### src/rtl/trigger_pkg.sv
// Shared types and constants for the acquisition trigger stage.
package trigger_pkg;

    typedef enum logic [1:0] {
        IDLE,
        PRIME,
        ARMED,
        HOLDOFF
    } trig_state_t;

    typedef enum logic {
        RISING  = 1'b0,
        FALLING = 1'b1
    } slope_t;

    localparam int unsigned TRIG_COUNT_WIDTH = 16;

endpackage

### src/rtl/trigger_threshold.sv
// Registered, saturating prime/trigger threshold computation.
// Thresholds and slope are captured only on the load strobe (arm acceptance),
// so later changes to level/hyst/slope do not disturb an armed capture.
module trigger_threshold
    import trigger_pkg::*;
#(
    parameter int unsigned SAMPLE_DATA_WIDTH = 8
) (
    input  logic                         clk,
    input  logic                         rst,
    input  logic                         load_i,
    input  logic                         slope_i,
    input  logic [SAMPLE_DATA_WIDTH-1:0] level_i,
    input  logic [SAMPLE_DATA_WIDTH-1:0] hyst_i,
    output logic [SAMPLE_DATA_WIDTH-1:0] prime_th_o,
    output logic [SAMPLE_DATA_WIDTH-1:0] trig_th_o,
    output slope_t                       slope_o
);

    logic [SAMPLE_DATA_WIDTH:0]   sum_w;
    logic [SAMPLE_DATA_WIDTH:0]   diff_w;
    logic [SAMPLE_DATA_WIDTH-1:0] prime_th_d;
    logic [SAMPLE_DATA_WIDTH-1:0] prime_th_q;
    logic [SAMPLE_DATA_WIDTH-1:0] trig_th_q;
    slope_t                       slope_q;

    // Width+1 arithmetic: the extra bit flags overflow (falling) or borrow (rising)
    always_comb begin
        sum_w  = {1'b0, level_i} + {1'b0, hyst_i};
        diff_w = {1'b0, level_i} - {1'b0, hyst_i};
        prime_th_d = '0;
        if (slope_t'(slope_i) == FALLING) begin
            prime_th_d = sum_w[SAMPLE_DATA_WIDTH] ? '1 : sum_w[SAMPLE_DATA_WIDTH-1:0];
        end else begin
            prime_th_d = diff_w[SAMPLE_DATA_WIDTH] ? '0 : diff_w[SAMPLE_DATA_WIDTH-1:0];
        end
    end

    // Capture thresholds and slope on arm acceptance
    always_ff @(posedge clk or negedge rst) begin
        if (!rst) begin
            prime_th_q <= '0;
            trig_th_q  <= '0;
            slope_q    <= RISING;
        end else if (load_i) begin
            prime_th_q <= prime_th_d;
            trig_th_q  <= level_i;
            slope_q    <= slope_t'(slope_i);
        end
    end

    assign prime_th_o = prime_th_q;
    assign trig_th_o  = trig_th_q;
    assign slope_o    = slope_q;

endmodule

### src/rtl/trigger_unit.sv
// Level-crossing trigger with hysteresis and post-trigger holdoff.
// Forwards the sample stream with one cycle of latency and pulses `trigger`
// alongside the forwarded crossing sample.
// Build option: define TRIGGER_AUTO_REARM_EN to return to PRIME after holdoff
// (continuous re-arming); otherwise the unit returns to IDLE (single shot).
module trigger_unit
    import trigger_pkg::*;
#(
    parameter int unsigned SAMPLE_DATA_WIDTH = 8,
    parameter int unsigned HOLDOFF_SAMPLES   = 1000
) (
    input  logic                         clk,
    input  logic                         rst,
    input  logic                         arm,
    input  logic                         slope,
    input  logic [SAMPLE_DATA_WIDTH-1:0] level,
    input  logic [SAMPLE_DATA_WIDTH-1:0] hyst,
    input  logic                         axiiv,
    input  logic [SAMPLE_DATA_WIDTH-1:0] axiid,
    output logic                         axiov,
    output logic [SAMPLE_DATA_WIDTH-1:0] axiod,
    output logic                         trigger,
    output logic                         armed,
    output logic [TRIG_COUNT_WIDTH-1:0]  trig_count
);

    // A zero-length holdoff still needs a legal (unused) counter width
    localparam int unsigned HOLD_W = (HOLDOFF_SAMPLES > 0) ? $clog2(HOLDOFF_SAMPLES + 1) : 1;
    localparam logic [HOLD_W-1:0] HOLD_LAST =
        (HOLDOFF_SAMPLES > 0) ? HOLD_W'(HOLDOFF_SAMPLES - 1) : '0;

`ifdef TRIGGER_AUTO_REARM_EN
    localparam trig_state_t POST_HOLD = PRIME;
`else
    localparam trig_state_t POST_HOLD = IDLE;
`endif
    localparam logic POST_ARMED = (POST_HOLD == PRIME);

    trig_state_t                   state_q;
    logic [HOLD_W-1:0]             hold_cnt_q;
    logic                          trigger_q;
    logic                          armed_q;
    logic [TRIG_COUNT_WIDTH-1:0]   count_q;
    logic [TRIG_COUNT_WIDTH-1:0]   count_d;
    logic                          axiov_q;
    logic [SAMPLE_DATA_WIDTH-1:0]  axiod_q;

    logic                          arm_accept;
    logic [SAMPLE_DATA_WIDTH-1:0]  prime_th;
    logic [SAMPLE_DATA_WIDTH-1:0]  trig_th;
    slope_t                        slope_l;
    logic                          prime_hit;
    logic                          trig_hit;

    assign arm_accept = (state_q == IDLE) && arm;

    trigger_threshold #(
        .SAMPLE_DATA_WIDTH (SAMPLE_DATA_WIDTH)
    ) u_threshold (
        .clk        (clk),
        .rst        (rst),
        .load_i     (arm_accept),
        .slope_i    (slope),
        .level_i    (level),
        .hyst_i     (hyst),
        .prime_th_o (prime_th),
        .trig_th_o  (trig_th),
        .slope_o    (slope_l)
    );

    // Threshold comparisons for the incoming sample and saturating count increment
    always_comb begin
        if (slope_l == FALLING) begin
            prime_hit = (axiid >= prime_th);
            trig_hit  = (axiid <= trig_th);
        end else begin
            prime_hit = (axiid <= prime_th);
            trig_hit  = (axiid >= trig_th);
        end
        count_d = (count_q == '1) ? count_q : count_q + 1'b1;
    end

    // Sample forwarding: one cycle of latency, independent of trigger state
    always_ff @(posedge clk or negedge rst) begin
        if (!rst) begin
            axiov_q <= 1'b0;
            axiod_q <= '0;
        end else begin
            axiov_q <= axiiv;
            axiod_q <= axiid;
        end
    end

    // Trigger FSM with registered trigger/armed outputs, holdoff and trigger counters
    always_ff @(posedge clk or negedge rst) begin
        if (!rst) begin
            state_q    <= IDLE;
            hold_cnt_q <= '0;
            trigger_q  <= 1'b0;
            armed_q    <= 1'b0;
            count_q    <= '0;
        end else begin
            trigger_q <= 1'b0;
            case (state_q)
                IDLE: begin
                    if (arm) begin
                        state_q <= PRIME;
                        armed_q <= 1'b1;
                    end
                end
                PRIME: begin
                    // A sample meeting both thresholds only primes here
                    if (axiiv && prime_hit) begin
                        state_q <= ARMED;
                    end
                end
                ARMED: begin
                    if (axiiv && trig_hit) begin
                        trigger_q <= 1'b1;
                        count_q   <= count_d;
                        if (HOLDOFF_SAMPLES == 0) begin
                            state_q <= POST_HOLD;
                            armed_q <= POST_ARMED;
                        end else begin
                            state_q    <= HOLDOFF;
                            armed_q    <= 1'b0;
                            hold_cnt_q <= '0;
                        end
                    end
                end
                HOLDOFF: begin
                    if (axiiv) begin
                        if (hold_cnt_q == HOLD_LAST) begin
                            state_q <= POST_HOLD;
                            armed_q <= POST_ARMED;
                        end else begin
                            hold_cnt_q <= hold_cnt_q + 1'b1;
                        end
                    end
                end
                default: begin
                    state_q <= IDLE;
                    armed_q <= 1'b0;
                end
            endcase
        end
    end

    assign axiov      = axiov_q;
    assign axiod      = axiod_q;
    assign trigger    = trigger_q;
    assign armed      = armed_q;
    assign trig_count = count_q;

endmodule

### config.mk
export PLATFORM = sky130hd
export DESIGN_NAME = trigger_unit
export DESIGN_NICKNAME = d
export VERILOG_FILES = /design/src/rtl/trigger_pkg.sv /design/src/rtl/trigger_threshold.sv /design/src/rtl/trigger_unit.sv
export SDC_FILE = /design/constraint.sdc
export NUM_CORES = 1
export LEC_CHECK = 0
export CORE_MARGIN = 1.5
export CORE_UTILIZATION = 55
export CTS_CLUSTER_SIZE = 24
export DETAILED_ROUTE_END_ITERATION = 16
export GPL_TIMING_DRIVEN = 0
export PLACE_DENSITY = 0.8
export RECOVER_POWER = 50
export SLEW_MARGIN = 10
export SYNTH_ARGS = -nofsm -noshare
export SYNTH_HDL_FRONTEND = slang
export SYNTH_HIERARCHICAL = 1
export SYNTH_SLANG_ARGS = --single-unit
### constraint.sdc
create_clock -name clk -period 2.38 [get_ports clk]
set_input_delay 0.476 -clock clk [delete_from_list [all_inputs] [get_ports clk]]
set_output_delay 0.476 -clock clk [all_outputs]
set_load 0.1 [all_outputs]
* Word level (Yosys, flattened, before mapping) *
Index checks and enable logic that the tools add are counted.

operators by class
  add/sub/neg operators = 4
  multiply operators = 0
  divide/modulo/power cells = 0
  order comparisons = 4
  equality and inequality tests = 11
  shifts and indexed selects = 0
  mux-type cells = 22
  bitwise operators = 1
  reductions and logical operators = 10

operators with widths
  operator                                                                count
  10-bit 2-to-1 mux                                                       3
  8-bit 2-to-1 mux                                                        3
  10-bit case mux with 2 select lines                                     1
  16-bit by 1-bit adder with 16-bit output (second input constant)        1
  16-bit equality test (second input constant)                            1
  8-bit greater-or-equal comparator                                       2
  8-bit less-or-equal comparator                                          2
  2-bit inequality test (second input constant)                           6
  10-bit by 1-bit adder with 10-bit output (second input constant)        1
  10-bit equality test (second input constant)                            1
  2-bit 2-to-1 mux                                                        5
  5-bit AND reduction                                                     2
  8-bit by 8-bit adder with 9-bit output                                  1
  8-bit by 8-bit subtractor with 9-bit output                             1
  1-bit 2-to-1 mux                                                        8
  2-bit case mux with 4 select lines                                      1
  2-bit equality test (second input constant)                             2
  4-bit AND reduction                                                     1
  1-bit logical AND                                                       3
  1-bit case mux with 3 select lines                                      1
  3-bit AND reduction                                                     1
  3-bit nonzero test                                                      1
  2-bit by 1-bit equality test with 1-bit output (second input constant)  1
  2-bit zero test                                                         1
  other kinds (2)                                                         2

word-level totals
  register bits after elaboration = 56
  bits in latches = 0
  bits in writable memories = 0
  bits in read-only memories = 0
  input bits = 29
  output and inout port bits = 27
  word-level logic and storage cells = 62
  memories kept = 0

* Logic depth before layout (Yosys ltp) *
Gate-level depths: netlist (run 1).

  depth in word-level cells = 5
  mapped depth = 10
  depth with buffers taken out = 10

* By module *
Netlist (run 1), hierarchy kept.

by module, submodules not included
  module             times used  cells each  area each (sq um)
  trigger_unit       1           250         2493.6
  trigger_threshold  1           157         1448.9

* Least setup slack after synthesis (run 1) *
Ideal clock, no wire load.

  path kind = reg-to-reg
  start = reg count_q[0] (netlist: trig_count[0])
  end = reg count_q[1] (netlist: trig_count[1])
  setup time = 0.126 ns
  arrival time = 2.420 ns
  required time = 2.254 ns
  setup slack = -0.166 ns
  cell stages (with the launch flop) = 7
  clock period less this slack = 2.546 ns
  path through = dfrtp_1 -> ha_1 -> nand2_1 -> nor3_2 -> nand4_2 -> nor3b_2 -> mux2_2

on the way
  longest elaborated chain between the ends = 3
  elaborated cells on any way between the ends = 4
  classes of those cells = add/sub: 1; eq/ne: 1; bitwise: 1; reduce/logical: 1

RTL lines
  element                                                                           line                 RTL
  from (decl)                                                                       trigger_unit.sv:43   logic [TRIG_COUNT_WIDTH-1:0] count_q;
  from (signal assigned)                                                            trigger_unit.sv:120  count_q <= count_d;
  branches (longest 3 deep; another with 16-bit by 1-bit adder with 16-bit output)  -

Parallel ways; which one is timed is not known.
A chain may end at the register's enable or synchronous reset.

* Worst setup path after layout (run 1) *
  start = in level[0]
  end = reg u_threshold.prime_th_q[4] (netlist: u_threshold/prime_th_o[4])

on the way
  longest elaborated chain between the ends = 3
  elaborated cells on any way between the ends = 5
  classes of those cells = add/sub: 2; mux: 3

RTL lines
  element                                                                                                line                                              RTL
  from (decl)                                                                                            trigger_unit.sv:16                                input logic [SAMPLE_DATA_WIDTH-1:0] level,
  8-bit by 8-bit subtractor with 9-bit output or 8-bit by 8-bit adder with 9-bit output (tied branches)  trigger_threshold.sv:30, trigger_threshold.sv:29
  8-bit 2-to-1 mux, on equally long branches                                                             trigger_threshold.sv:35, trigger_threshold.sv:33
  8-bit 2-to-1 mux *                                                                                     trigger_threshold.sv:32                           if (slope_t'(slope_i) == FALLING) begin
  to (signal assigned)                                                                                   trigger_threshold.sv:46                           prime_th_q <= prime_th_d;
  to (decl)                                                                                              trigger_threshold.sv:23                           logic [SAMPLE_DATA_WIDTH-1:0] prime_th_q;

Mark *: on every way between the ends. The rest lies on a longest branch, timed or not.

==> results of run 1 <==
## layout make-up
type / count / area, um2 / area share [%]
repair buffers: 82 / 724.4 / 14.04
inverters: 43 / 163.9 / 3.177
multi-input cells: 292 / 2562 / 49.66
plain buffers: 13 / 77.57 / 1.503
well taps: 96 / 120.1 / 2.328
clock inverters: 2 / 35.03 / 0.6790
flip-flops and latches: 56 / 1404 / 27.21
clock buffers: 6 / 72.57 / 1.406
## routing by layer
| metal | routed length (um) | vias to the layer above |
|---|---|---|
| met4 | 260 | 0 |
| met5 | 0 | - |
| met2 | 5290 | 119 |
| met1 | 3959 | 1692 |
| met3 | 314 | 29 |
| li1 | - | 1636 |
## synth_stat cells (all sizes together) (4+ instances only)
| cell | instances |
|---|---|
| dfrtp | 56 |
| inv | 43 |
| ha | 40 |
| nor2 | 27 |
| a21oi | 23 |
| nand2 | 23 |
| o21ai | 14 |
| xor2 | 14 |
| mux2 | 12 |
| nor3 | 12 |
| a21o | 10 |
| buf | 10 |
| nand4 | 10 |
| a211oi | 9 |
| nand3 | 9 |
| nor2b | 7 |
| clkbuf | 6 |
| o31ai | 6 |
| and2 | 4 |
| and3 | 4 |
| mux2i | 4 |
| nor4 | 4 |
## worst reg2reg max path, stage by stage (launching register included)
cell,delay (ps)
sky130_fd_sc_hd__dfrtp_1,400
sky130_fd_sc_hd__inv_2,80
sky130_fd_sc_hd__ha_4,200
sky130_fd_sc_hd__nor2b_1,130
sky130_fd_sc_hd__o31ai_2,310
sky130_fd_sc_hd__a21o_4,230
sky130_fd_sc_hd__a211oi_4,90
sky130_fd_sc_hd__buf_6,150
sky130_fd_sc_hd__or4_1,470
sky130_fd_sc_hd__a21oi_1,150
## flip-flops by register name (all words and copies together) (netlist names)
signal / flops
u_threshold/trig_th_o: 8
axiod: 8
trigger: 1
u_threshold/slope_o: 1
axiov: 1
hold_cnt_q: 10
armed: 1
u_threshold/prime_th_o: 8
trig_count: 16
state_q: 2
## stage by stage
stage	TNS [ps]	cells	power (W)	setup WS, ps	utilization (%)
floorplan	-5.625	407	0.003022	-5.625	-
global placement	-64920	557	0.003465	-1005	67.43
detailed placement	-20490	558	0.003566	-811.5	67.65
CTS	0	582	0.004346	1.263	72.48
global route	-65.41	590	0.004787	-27.32	75.12
finish	0	590	0.004492	40.67	75.12
## power groups by stage
stage	Combinational [W]	Sequential, W	Clock, W
6_report	0.00250	0.00138	0.000617
4_1_cts	0.00234	0.00137	0.000632
3_5_place_dp	0.00218	0.00139	0
2_1_floorplan	0.00131	0.00171	0
5_1_grt	0.00271	0.00141	0.000665
3_3_place_gp	0.00209	0.00137	0
## path summary, 6_finish.rpt
check,from,to,slack [ps],cells past startpoint
hold reg to reg,armed,armed,500,1
hold / removal,rst,trig_count[5],410,1
max in group asynchronous,rst,state_q[0],540,2
setup / recovery,level[0],u_threshold/prime_th_o[4],40,12
min in group clk,axiid[0],axiod[0],440,1
setup reg to reg,u_threshold/trig_th_o[1],hold_cnt_q[3],90,9
## timing repair
item / in CTS / in global routing
hold buffers: 0 / 0
pin swaps: 28 / 28
setup buffers: 17 / 10
setup endpoints to repair: 40 / 41
resized for setup: 54 / 50
## kinds of logic after synthesis
logic type               Yosys count  share of synthesized area, %
AND/OR/NAND/NOR                  121                         17.96
adder cells (fa/ha/maj)           42                         13.71
multiplexers                      16                         4.538
XOR/XNOR                          15                         3.332
flip-flops                        56                         35.54
buffers and inverters             59                         6.347
AO/OA/AOI/OAI                     98                         18.57
==> results.rst, run 1 <==
.. list-table::
   :header-rows: 1

   * - Metric
     - Value
   * - Max-cap violations
     - 0
   * - Buffer and inverter count on the worst path
     - 4
   * - Clock tree from TritonCTS
     - done
   * - Finish-stage setup viols
     - 0
   * - Share of synthesized registers carrying an async set or reset
     - 100.0%
   * - Area of the core
     - 6869 um2
   * - Min-Delay Path Class
     - input port to async pin
   * - Global-route wire length before repair
     - 15.79 mm
   * - Placement Cell Area
     - 4647 um2
   * - Clock latency at the later pin of the worst-skew pair
     - 310 ps
   * - Top achievable clock speed
     - 0.4275 GHz
   * - Arrival time worst endpoint
     - 2530 ps
   * - Critical-path cell list
     - buf_4, inv_2, ha_4, inv_1, fa_2, a211oi_2, o21ai_2, buf_4, o31ai_4, o221ai_1, a21oi_1, a21oi_1
   * - Hold Fails Final Rpt
     - 0
   * - Final worst-path cycle share
     - 98.29%
   * - Transition time at the pin with the least slew margin
     - 1281 ps
   * - Grt met3 use
     - 3.299%
   * - Design area
     - 5160 um2
   * - Most frequent standard cell in the layout excluding fill and tap cells
     - sky130_fd_sc_hd__dfrtp_1
   * - Critical setup path kind
     - input port to flop
   * - Total Routing Usage GR
     - 25.92%
   * - Number of nets in the layout
     - 564
   * - Final antenna diode count
     - 0
   * - Per-cell via count in the routed design
     - 5.892
   * - VDD IR-drop max
     - 0.4278 mV
   * - Height of the chip
     - 87.67 um
   * - Leakage
     - 2.465 nW
   * - I/O pins
     - 56
   * - Headroom to the max-slew limit
     - 14.62%
   * - Global-route met1 utilization
     - 29.14%
   * - Number of clock sinks
     - 56
   * - Largest fanout of any net on the critical path
     - 5
   * - Worst Clk Skew
     - 9.631 ps
   * - Area of the die
     - 7685 um2
   * - Startpoint type of the worst setup path
     - input port
   * - Buffer cell driving the clock tree root
     - sky130_fd_sc_hd__clkbuf_8
   * - Count of cell types in the netlist
     - 74
   * - Routed len/inst
     - 16.65 um
   * - Drc violations
     - 0
   * - Mapped Cells
     - 407
   * - Number of warnings printed during yosys synthesis
     - 6
   * - Sequential element share of the synthesized area
     - 35.54%
   * - Total number of vias
     - 3476
   * - Commonest cells after routing, fill and taps aside
     - sky130_fd_sc_hd__dfrtp_1 (54), sky130_fd_sc_hd__inv_1 (34), sky130_fd_sc_hd__buf_4 (31), sky130_fd_sc_hd__ha_1 (29)
   * - Layout overhead on the synthesized area
     - 30.88%
   * - Portion of total power attributed to the clock network
     - 13.7%
   * - Netlist area before placement
     - 3943 um2
   * - Number of nets with antenna violations after detailed routing
     - 0
   * - Predominant post-synthesis flop cell
     - sky130_fd_sc_hd__dfrtp_1
   * - DP Wirelength
     - 6.645 mm
   * - Final hold slack
     - 412.6 ps
   * - Pin count of the biggest net entering global routing
     - 33
   * - Initial cell density of the core
     - 57.40%
   * - Post-synth top area share
     - 35.54%
   * - Routability cong.
     - 0.8753
   * - Post-CTS clock slew at the launch and capture registers of the worst setup and hold paths
     - 100 ps
   * - Critical Path End Type
     - flop
   * - DR iter-0 viols
     - 124
   * - Final min period
     - 2339 ps
   * - Synthesized netlist net count
     - 478
   * - Site Rows
     - 30
   * - Switching part of the total power
     - 44.09%
   * - Port-buffer cells
     - 54
   * - Cell type group with the largest total delay on the critical path
     - compound AO/OA/AOI/OAI gates
   * - Required time of the worst setup path
     - 2570 ps
   * - Areal power density over the cells
     - 870.6 nW/um2
   * - Number of iterations in the first detailed-routing pass
     - 5
   * - Initial antenna violation count
     - 0
   * - Die outline width
     - 87.67 um
   * - Bufs on Longest Clock Path
     - 2
   * - Most Crowded Layer GR
     - met2
   * - Sequential share of power
     - 30.7%
   * - Largest cells by area after synthesis
     - sky130_fd_sc_hd__dfrtp_1 (36%), sky130_fd_sc_hd__ha_1 (13%), sky130_fd_sc_hd__inv_1 (4.0%), sky130_fd_sc_hd__xor2_1 (3.1%), sky130_fd_sc_hd__a21oi_1 (2.9%)
   * - Master of the slowest instance on the critical path
     - sky130_fd_sc_hd__fa_2
   * - Max-slew violations
     - 0
   * - Share of post-route cells with drive strength above 1
     - 25.10%
   * - Via count of the first global-routing pass
     - 3496
   * - Final routed wirelength across all metal layers
     - 9.823 mm
   * - Average cell area after synthesis
     - 9.687 um2
   * - Largest stage delay on the critical path
     - 360 ps
   * - Overflow left after global routing
     - 0
   * - Int Pwr
     - 0.002512 W
   * - Number of enable-type register cells in the synthesized netlist
     - 0
   * - Top cell type by total area after synthesis
     - sky130_fd_sc_hd__dfrtp_1
   * - Power spent charging and discharging nets
     - 0.001981 W
   * - Logic pwr share
     - 55.6%
   * - Total clock buffers created by CTS
     - 5
   * - Filler Cells Inserted
     - 482
   * - Number of register bits inferred by synthesis
     - 56
   * - Met2 track demand over resource in global routing
     - 49.30%
   * - H-tree levels
     - 2
   * - Outcome
     - completed
Note: power is estimated with default switching activity, not from simulation.
==> run 2, diff against run 1 <==
- SLEW_MARGIN: 10 -> not set
==> results of run 2 <==
No change in the layout: final DEF, timing and power equal those of run 1.
==> run 3, diff against run 2 <==
- CORE_ASPECT_RATIO: not set -> 1.5
- SKIP_CTS_REPAIR_TIMING: not set -> 1
==> run 3 against run 2 <==
Compared with the run above:
- register-to-register slack got worse by 50 ps
- clock power rose by 37%
- combinational power rose by 6%
- critical path depth fell by 1
- largest cell class unchanged
==> results.rst, run 3 (synthesis gave the netlist of run 1 again) <==
.. list-table::
   :header-rows: 1

   * - Metric
     - Value
   * - Number of clock sinks
     - 56
   * - Leakage
     - 2.575 nW
   * - Arrival time worst endpoint
     - 2560 ps
   * - Required time of the worst setup path
     - 2580 ps
   * - Final antenna diode count
     - 0
   * - Filler Cells Inserted
     - 431
   * - Via count of the first global-routing pass
     - 3285
   * - Port-buffer cells
     - 54
   * - Outcome
     - completed
   * - Met2 track demand over resource in global routing
     - 45.83%
   * - Final Worst Setup Slack
     - 17.05 ps
   * - I/O pins
     - 56
   * - Per-cell via count in the routed design
     - 6.037
   * - Cell type group with the largest total delay on the critical path
     - compound AO/OA/AOI/OAI gates
   * - Largest fanout of any net on the critical path
     - 6
   * - Grt met3 use
     - 3.195%
   * - Commonest cells after routing, fill and taps aside
     - sky130_fd_sc_hd__dfrtp_1 (53), sky130_fd_sc_hd__inv_1 (33), sky130_fd_sc_hd__ha_1 (25)
   * - Pin count of the biggest net entering global routing
     - 31
   * - Area of the die
     - 7696 um2
   * - DP Wirelength
     - 6.599 mm
   * - FF+latch area
     - 1405 um2
   * - Final standard cell count with taps included and fillers excluded
     - 562
   * - Global-route wire length before repair
     - 14.66 mm
   * - Critical setup path kind
     - input port to flop
   * - Multi-input logic area
     - 2689 um2
   * - Bufs on Longest Clock Path
     - 2
   * - Setup repair after global routing missed its margin
     - true
   * - Areal power density over the cells
     - 917.8 nW/um2
   * - Initial antenna violation count
     - 0
   * - H-tree levels
     - 2
   * - Total number of vias
     - 3393
   * - Startpoint type of the worst setup path
     - input port
   * - DR iter-0 viols
     - 168
   * - Overflow left after global routing
     - 0
   * - Number of nets in the layout
     - 554
   * - Worst Clk Skew
     - 13.86 ps
   * - Master of the slowest instance on the critical path
     - sky130_fd_sc_hd__fa_2
   * - Min-Delay Path Class
     - input port to flop
   * - Buffer cell driving the clock tree root
     - sky130_fd_sc_hd__clkbuf_8
   * - Number of iterations in the first detailed-routing pass
     - 4
   * - Total power draw
     - 0.004874 W
   * - Total Routing Usage GR
     - 23.96%
   * - Max-slew violations
     - 0
   * - Height of the chip
     - 106.7 um
   * - Critical Path End Type
     - flop
   * - Max-cap violations
     - 0
   * - Routability cong.
     - 0.9203
   * - Hold Fails Final Rpt
     - 0
   * - Clock tree from TritonCTS
     - done
   * - Buffer and inverter count on the worst path
     - 3
   * - Routed len/inst
     - 17.12 um
   * - Initial cell density of the core
     - 57.16%
   * - Critical-path cell list
     - buf_8, inv_4, ha_4, inv_4, fa_2, a211oi_4, o21ai_4, o31a_1, a221o_1, a21oi_2, a21oi_1
   * - Site Rows
     - 37
   * - Post-CTS clock slew at the launch and capture registers of the worst setup and hold paths
     - 90 ps
   * - Finish-stage setup viols
     - 0
   * - Largest stage delay on the critical path
     - 400 ps
   * - Number of nets with antenna violations after detailed routing
     - 0
   * - Most Crowded Layer GR
     - met2
   * - Total clock buffers created by CTS
     - 5
   * - Top achievable clock speed
     - 0.4232 GHz
   * - Area of the core
     - 6898 um2
   * - Die outline width
     - 72.13 um
   * - Design area
     - 5310 um2
   * - VDD IR-drop max
     - 0.3941 mV
   * - Headroom to the max-slew limit
     - 8.036%
   * - Most frequent standard cell in the layout excluding fill and tap cells
     - sky130_fd_sc_hd__dfrtp_1
   * - Placed cell count
     - 540
   * - Max FFs per register
     - 16
   * - Pre-CTS setup slack
     - -854.2 ps
   * - Final min period
     - 2363 ps
   * - Global-route met1 utilization
     - 25.18%
   * - Share of post-route cells with drive strength above 1
     - 25.21%
   * - Final worst-path cycle share
     - 99.28%
   * - Final routed wirelength across all metal layers
     - 9.623 mm
   * - Clock latency at the later pin of the worst-skew pair
     - 330 ps
   * - Drc violations
     - 0
   * - Transition time at the pin with the least slew margin
     - 1379 ps
   * - Placement Cell Area
     - 4624 um2
   * - Worst path most repeated cell
     - sky130_fd_sc_hd__inv_4
   * - Layout overhead on the synthesized area
     - 34.69%
run 3: cell types whose count changed in the layout (fill, tap and decap cells not counted), sizes merged:
| cell | change |
|---|---|
| dlymetal6s2s | +13 |
| dlygate4sd2 | -13 |
| buf | -12 |
| clkdlybuf4s25 | +2 |
| clkbuf | +2 |
| clkinv | -1 |
| clkdlybuf4s50 | -2 |
| dlygate4sd3 | +1 |
| clkdlybuf4s15 | -2 |
| bufinv | +2 |
run 3: through the flow:
step | TNS, ps | hold WS [ps] | util (%)
4_1_cts | -9571 | 154.1 | 69.35
5_1_grt | -285.7 | 340.2 | 76.98
3_5_place_dp | -22380 | 484.4 | 67.04
6_report | 0 | 344.3 | 76.98
3_3_place_gp | -66110 | 481.1 | 66.82
2_1_floorplan | -5.625 | 180.4 | -
run 3: report_power, final:
part / switching, W / internal [W]
sequential: 0.000200 / 0.00119
clock: 0.000321 / 0.000526
combinational: 0.00157 / 0.00107
total: 0.00209 / 0.00279
run 3: final cells by class:
cell class / instances / area share (%)
Buffer: 13 / 1.579
Clock buffer: 5 / 1.296
Clock inverter: 3 / 1.697
Inverter: 43 / 3.181
Multi-Input combinational cell: 292 / 50.64
Sequential cell: 56 / 26.46
Tap cell: 78 / 1.838
Timing Repair Buffer: 72 / 13.31
run 3: path summary, 6_finish.rpt:
| kind | startpoint | slack, ps | depth (start not counted) | end |
|---|---|---|---|---|
| min in group asynchronous | rst | 440 | 1 | trig_count[8] |
| hold reg to reg | trig_count[14] | 490 | 1 | trig_count[14] |
| hold / removal | axiid[2] | 340 | 1 | axiod[2] |
| setup / recovery | level[0] | 20 | 11 | u_threshold/prime_th_o[2] |
| setup reg to reg | hold_cnt_q[0] | 40 | 7 | armed |
| max in group asynchronous | rst | 480 | 2 | hold_cnt_q[0] |
run 3: metal layers:
metal  vias up  part of all wire [%]
li1       1618                     -
met1      1676                    37
met2        76                    58
met3        23                   2.5
met4         0                   2.8
met5         -                     0
